`config.mk`:
```
export PLATFORM = sky130hd
export DESIGN_NAME = button_debounce_bank
export DESIGN_NICKNAME = d
export VERILOG_FILES = /design/src/rtl/button_debounce_bank_pkg.sv /design/src/rtl/debounce_channel.sv /design/src/rtl/button_debounce_bank.sv
export SDC_FILE = /design/constraint.sdc
export NUM_CORES = 1
export LEC_CHECK = 0
export ABC_AREA = 1
export ABC_CLOCK_PERIOD_IN_PS = 1000
export BUFFER_PORTS_ARGS = -buffer_cell sky130_fd_sc_hd__buf_2
export CAP_MARGIN = 10
export CORE_ASPECT_RATIO = 1.75
export CORE_MARGIN = 3
export CORE_UTILIZATION = 43
export DETAILED_ROUTE_END_ITERATION = 16
export HOLD_SLACK_MARGIN = 0.1
export MAX_ROUTING_LAYER = met4
export PLACE_DENSITY = 0.76
export SETUP_SLACK_MARGIN = 0.1
export SLEW_MARGIN = 20
export SYNTH_ARGS = -nofsm -noshare
export SYNTH_HDL_FRONTEND = slang
export SYNTH_HIERARCHICAL = 1
export SYNTH_SLANG_ARGS = --single-unit
```
`constraint.sdc`:
```
create_clock -name clk -period 1 [get_ports clk]
set_clock_uncertainty 0.15 [all_clocks]
set_input_delay 0.2 -clock clk [delete_from_list [all_inputs] [get_ports clk]]
set_output_delay 0.2 -clock clk [all_outputs]
set_load 0.03 [all_outputs]
```
`src/rtl/button_debounce_bank_pkg.sv`:
```
// Shared helpers for the button debounce bank.
package button_debounce_bank_pkg;

    // Bits needed to hold values 0..value-1, never less than one bit.
    function automatic int clog2_width(input int value);
        int w;
        w = 0;
        while ((1 << w) < value) begin
            w = w + 1;
        end
        return (w < 1) ? 1 : w;
    endfunction

endpackage

```
`src/rtl/debounce_channel.sv`:
```
// Single-bit debouncer: synchroniser, stability counter, optional long-press
// hold counter and registered one-clk press/release/long-press pulses.
module debounce_channel
    import button_debounce_bank_pkg::*;
#(
    parameter int SYNC_STAGES  = 2,
    parameter int STABLE_TICKS = 3,
    parameter int HOLD_TICKS   = 0,
    parameter int ACTIVE_LOW   = 0
) (
    input  logic clk,
    input  logic rst_sync,
    input  logic tick,
    input  logic button,
    output logic level,
    output logic press,
    output logic release_pulse,
    output logic long_press
);

    localparam int              CW        = clog2_width(STABLE_TICKS + 1);
    localparam logic [CW-1:0]   CNT_LAST  = CW'(STABLE_TICKS - 1);
    localparam logic            INVERT    = (ACTIVE_LOW != 0);
    localparam logic [SYNC_STAGES-1:0] SYNC_IDLE = {SYNC_STAGES{INVERT}};

    logic [SYNC_STAGES-1:0] sync_q, sync_d;
    logic [CW-1:0]          cnt_q, cnt_d;
    logic                   level_q, level_d;
    logic                   press_q, press_d;
    logic                   release_q, release_d;
    logic                   s;

    // Shift the raw input through the synchroniser chain.
    always_comb begin
        sync_d    = sync_q;
        sync_d[0] = button;
        for (int i = 1; i < SYNC_STAGES; i++) begin
            sync_d[i] = sync_q[i-1];
        end
    end

    assign s = sync_q[SYNC_STAGES-1] ^ INVERT;

    // Count ticks of a differing level; accept it and pulse on the last one.
    always_comb begin
        cnt_d     = cnt_q;
        level_d   = level_q;
        press_d   = 1'b0;
        release_d = 1'b0;
        if (s == level_q) begin
            cnt_d = '0;
        end else if (tick) begin
            if (cnt_q == CNT_LAST) begin
                cnt_d     = '0;
                level_d   = s;
                press_d   = s;
                release_d = ~s;
            end else begin
                cnt_d = cnt_q + 1'b1;
            end
        end
    end

    // Register synchroniser, counter, level and pulses; the idle fill of the
    // sync chain is the raw "released" value so reset exit looks quiet.
    always_ff @(posedge clk) begin
        if (rst_sync) begin
            sync_q    <= SYNC_IDLE;
            cnt_q     <= '0;
            level_q   <= 1'b0;
            press_q   <= 1'b0;
            release_q <= 1'b0;
        end else begin
            sync_q    <= sync_d;
            cnt_q     <= cnt_d;
            level_q   <= level_d;
            press_q   <= press_d;
            release_q <= release_d;
        end
    end

    assign level         = level_q;
    assign press         = press_q;
    assign release_pulse = release_q;

    generate
        if (HOLD_TICKS > 0) begin : g_hold
            localparam int            HW        = clog2_width(HOLD_TICKS + 1);
            localparam logic [HW-1:0] HOLD_MAX  = HW'(HOLD_TICKS);
            localparam logic [HW-1:0] HOLD_LAST = HW'(HOLD_TICKS - 1);

            logic [HW-1:0] hold_q, hold_d;
            logic          long_q, long_d;

            // Count ticks of an accepted press, firing once on reaching the limit.
            always_comb begin
                hold_d = hold_q;
                long_d = 1'b0;
                if (!level_q || press_q) begin
                    hold_d = '0;
                end else if (tick && (hold_q != HOLD_MAX)) begin
                    hold_d = hold_q + 1'b1;
                    long_d = (hold_q == HOLD_LAST);
                end
            end

            // Register the hold counter and long-press pulse.
            always_ff @(posedge clk) begin
                if (rst_sync) begin
                    hold_q <= '0;
                    long_q <= 1'b0;
                end else begin
                    hold_q <= hold_d;
                    long_q <= long_d;
                end
            end

            assign long_press = long_q;
        end else begin : g_no_hold
            assign long_press = 1'b0;
        end
    endgenerate

endmodule

```
`src/rtl/button_debounce_bank.sv`:
```
// Bank of independent debounce channels sharing one sampling tick.
// The falling-level strobe is named release_pulse because "release" is a
// reserved word in SystemVerilog.
module button_debounce_bank
    import button_debounce_bank_pkg::*;
#(
    parameter int N_CH         = 4,
    parameter int SYNC_STAGES  = 2,
    parameter int STABLE_TICKS = 3,
    parameter int HOLD_TICKS   = 0,
    parameter int ACTIVE_LOW   = 0
) (
    input  logic            clk,
    input  logic            rst_sync,
    input  logic            tick,
    input  logic [N_CH-1:0] button,
    output logic [N_CH-1:0] level,
    output logic [N_CH-1:0] press,
    output logic [N_CH-1:0] release_pulse,
    output logic [N_CH-1:0] long_press,
    output logic            any_press
);

    generate
        for (genvar ch = 0; ch < N_CH; ch++) begin : g_ch
            debounce_channel #(
                .SYNC_STAGES  (SYNC_STAGES),
                .STABLE_TICKS (STABLE_TICKS),
                .HOLD_TICKS   (HOLD_TICKS),
                .ACTIVE_LOW   (ACTIVE_LOW)
            ) u_channel (
                .clk           (clk),
                .rst_sync      (rst_sync),
                .tick          (tick),
                .button        (button[ch]),
                .level         (level[ch]),
                .press         (press[ch]),
                .release_pulse (release_pulse[ch]),
                .long_press    (long_press[ch])
            );
        end
    endgenerate

    assign any_press = |press;

endmodule

```
; Word-level counts from Yosys, hierarchy flattened
; Index checks and enable logic that the tools add are counted.
[totals]
register_bits = 28
romBits = 0
in_bits = 7
latchBits = 0
elab_cells = 62
ramBits = 0
mem_count = 0
out_inout_bits = 17
[classes]
n_reduce_logical = 13
magnitude_cmp = 0
n_eq_ne = 8
n_div = 0
n_shift = 0
multipliers = 0
n_addsub = 4
muxes = 4
bitwise_logic = 13
[ops]
columns = op, n
row1 = $reduce_or A4 Y1, 5
row2 = $not A1 Y1, 13
row3 = $reduce_and A3 Y1, 4
row4 = $add A2 B1 Y2 const B, 4
row5 = $eq A2 B2 Y1 const B, 4
row6 = $mux W2, 4
row7 = $reduce_or A2 Y1, 4
row8 = $eq A1 B1 Y1, 4

; Logic depth before layout (Yosys ltp)
[depth]
depth_word = 3
depth_mapped = 5
depth_no_buf = 5

; Cells and area by module
; The synthesis kept the hierarchy.
[by_module_without_submodules]
columns = mod, area_per_inst_um2, cells_per_inst, instances, seq_area_each_um2
row1 = debounce_channel, 272.8, 39, 4, 140.1
row2 = button_debounce_bank, 11.3, 3, 1, 0.0

; Least setup slack after synthesis
; No wires, ideal clock.
[synth_timing]
path_kind = register -> output
startpoint = reg g_ch[3].u_channel.press_q
endpoint = out any_press
stages_incl_launch_ff = 3
path_buffers = 0
arrival_time_ns = 0.794
setup_slack_ns = -0.144
t_required_ns = 0.650
cell_sequence = dfxtp_1 nor2_1 nand2_1
[synth_via]
elab_chain_cells = 1
[synth_rtl]
columns = element, line
row1 = "start, declared", debounce_channel.sv:29  ; logic press_q, press_d;
row2 = "start signal, assigned", debounce_channel.sv:77  ; press_q <= press_d;
row3 = $reduce_or A4 Y1, button_debounce_bank.sv:44  ; assign any_press = |press;
row4 = "end, declared", button_debounce_bank.sv:21  ; output logic any_press
; No other way between the ends.

; Worst setup path in the final report
[layout_timing]
startpoint = reg g_ch[1].u_channel.press_q
endpoint = out any_press
[layout_via]
elab_chain_cells = 1
[layout_rtl]
columns = element, line
row1 = "start, declared", debounce_channel.sv:29
row2 = "start signal, assigned", debounce_channel.sv:77
row3 = $reduce_or A4 Y1, button_debounce_bank.sv:44
; No other way between the ends.

==> results.toml <==
[sta]
max_freq_mhz = 777
holdWs_ns = 0.0516
finalCriticalPeriod_ns = 1.29
setup_violations = 25
slew_viol_final = 0
hold_viol = 0
layout_setup_ws_ns = -0.287
grt_setup_unrepaired = "yes"
finalCritPeriodShare = 1.29

[route]
wl_per_cell_um = 11.2
drt-total-wl_um = 2400
viasPerCell = 4.54
ant_nets = 0
post-route-drc-count = 0
drtPass1Iterations = 4
drt_iter0_drc = 18
num_vias = 977

[placement]
port_buffers = 19
place_ws_ns = -0.181
place_congestion = 0.778
dp_hpwl_um = 1480
place_inst = 200

[floorplan]
rows = 23
coreArea_sq_um = 2360
die_area_sq_um = 3230
dieWidth_um = 44.3
initial_core_util = 0.467
ios = 24
die_y_um = 73.0

[cells_and_area]
antenna_cells = 0
regArea_sq_um = 608
final_util = 0.696
drive_above_1_share = 0.479
syn2layout_area_growth_pct = 49.0
fillers = 186
finalNonFillerCells = 215
final_common_cell = "inv_1"
multi_input_area_sq_um = 531
nNetsFinal = 198
final_cell_mix = "inv_1, nor2_1, nand2_1"

[setup_path]
worstPathArrival_ns = 0.94
cp_num_cells = 3
slowest_delay_ns = 0.36
crit_slowest_cell = "dfxtp_4"
cp_max_fo = 2
start_kind = "flop"
crit_chain = "nor2_4 -> nand2_2 -> buf_6"
critPathBufInv = 1
critical_path.top_delay_family = "flip-flops"
required_ns = 0.65
worstRegToRegCells = 6
r2r_end = "g_ch[3].u_channel/release_pulse$_SDFF_PP0_"
startpoint = "g_ch[1].u_channel/press$_SDFF_PP0_"
r2r_slack_ns = -0.07
cp-end-kind = "primary output"
worstSetupPathType = "flop to primary output"
crit-reg2reg-launch = "g_ch[3].u_channel/level$_SDFFE_PP0P_"
crit_end = "any_press"

[clock_network]
clock-root-buffer = "clkbuf_8"
ctsHoldBuffers = 4
cts.sinks = 28
clk_latency_ns = 0.28
cts_buffer_depth = 2
tritoncts.num_buffers = 3
htreeDepth = 1
tritoncts = "done"
path_clk_slew_ns = 0.09

[logic_synthesis]
synth.avg_cell_area_sq_um = 6.93
synth.distinct_cells = 9
synth_cells = 159
syn_area_sq_um = 1100
yosys_register_bits = 28
syn_nets = 166
yosysWarnings = 6
synth-seq-area-share = 0.509

[status]
violations = "setup timing"
status = "finished with violations"

[job]
drv_cap = 0

[global_routing]
grt_max_degree = 21
grt_pass1_wl_um = 3810
antenna_found_initial = 0
grt-ovfl-total = 0
first_global_vias = 957
track_usage = 0.168

[pwr]
peakVddDrop_mv = 0.846
p_total_mw = 1.98
leakagePower_nw = 0.787
p_per_area_nw_per_um2 = 1200

[hold_path]
hold_class = "input pin to flop"
registers in the layout (all words and copies together) (netlist names):
register                      count
g_ch.u_channel/sync_q             8
g_ch.u_channel/cnt_q              8
g_ch.u_channel/release_pulse      4
g_ch.u_channel/press              4
g_ch.u_channel/level              4
routing by layer:
metal  part of all wire  wire length, um  vias to the layer above  GRT usage
met1               0.35              851                      443      0.146
met5                  0                0                        -          -
li1                   -                -                      507          -
met3              0.029               70                        5     0.0272
met4              0.026               63                        0      0.114
met2               0.59             1410                       22      0.308
logic make-up after synthesis:
kind of cell / after synthesis / synth area share
other: 4 / 0.0136
buffers and inverters: 36 / 0.136
AO/OA/AOI/OAI: 8 / 0.0363
AND/OR/NAND/NOR: 83 / 0.305
flip-flops: 28 / 0.509
cell usage after synthesis, drive strengths merged:
master  count  share of area
dfxtp      28           0.51
conb        4          0.014
nand2      41           0.14
o21ai       8          0.036
buf         4          0.027
nor2       38           0.15
nand3       4          0.018
inv        32           0.11
how the worst min path moves through the flow:
| stage | from | endpoint | cells after the start |
|---|---|---|---|
| 4_1_cts | rst_sync | g_ch[1].u_channel/sync_q[1]$_SDFF_PP0_ | 2 |
| 3_3_place_gp | g_ch[3].u_channel/sync_q[0]$_SDFF_PP0_ | g_ch[3].u_channel/sync_q[1]$_SDFF_PP0_ | 2 |
| 3_5_place_dp | g_ch[1].u_channel/sync_q[0]$_SDFF_PP0_ | g_ch[1].u_channel/sync_q[1]$_SDFF_PP0_ | 2 |
| 2_1_floorplan | rst_sync | g_ch[0].u_channel/sync_q[0]$_SDFF_PP0_ | 1 |
| 5_1_grt | rst_sync | g_ch[1].u_channel/sync_q[1]$_SDFF_PP0_ | 2 |
| 6_report | rst_sync | g_ch[1].u_channel/sync_q[1]$_SDFF_PP0_ | 2 |
final cells by class:
class | instances | area share
Multi-Input combinational cell | 95 | 0.323
Timing Repair Buffer | 31 | 0.181
Inverter | 32 | 0.0731
Tap cell | 25 | 0.0190
Clock buffer | 4 | 0.0335
Sequential cell | 28 | 0.370
power breakdown:
part           total (mW)  switching, mW  internal (mW)
logic               0.143         0.0905         0.0525
registers            1.13         0.0162           1.11
clock network       0.706          0.353          0.353
total                1.98          0.460           1.52
repair_timing:
item	4_1_cts	5_1_grt
pin swaps	20	21
endpoints found under the setup margin	33	34
hold endpoints to repair	7	4
buffers inserted	4	3
resized for setup	57	30
through the flow:
stage	instance area, sq um	TNS [ns]
2_1_floorplan	1150	0
3_3_place_gp	1250	-1.06
3_5_place_dp	1250	-1.57
4_1_cts	1550	-2.16
5_1_grt	1640	-3.48
6_report	1640	-2.39
No activity file was read; power rests on OpenSTA's default activity.
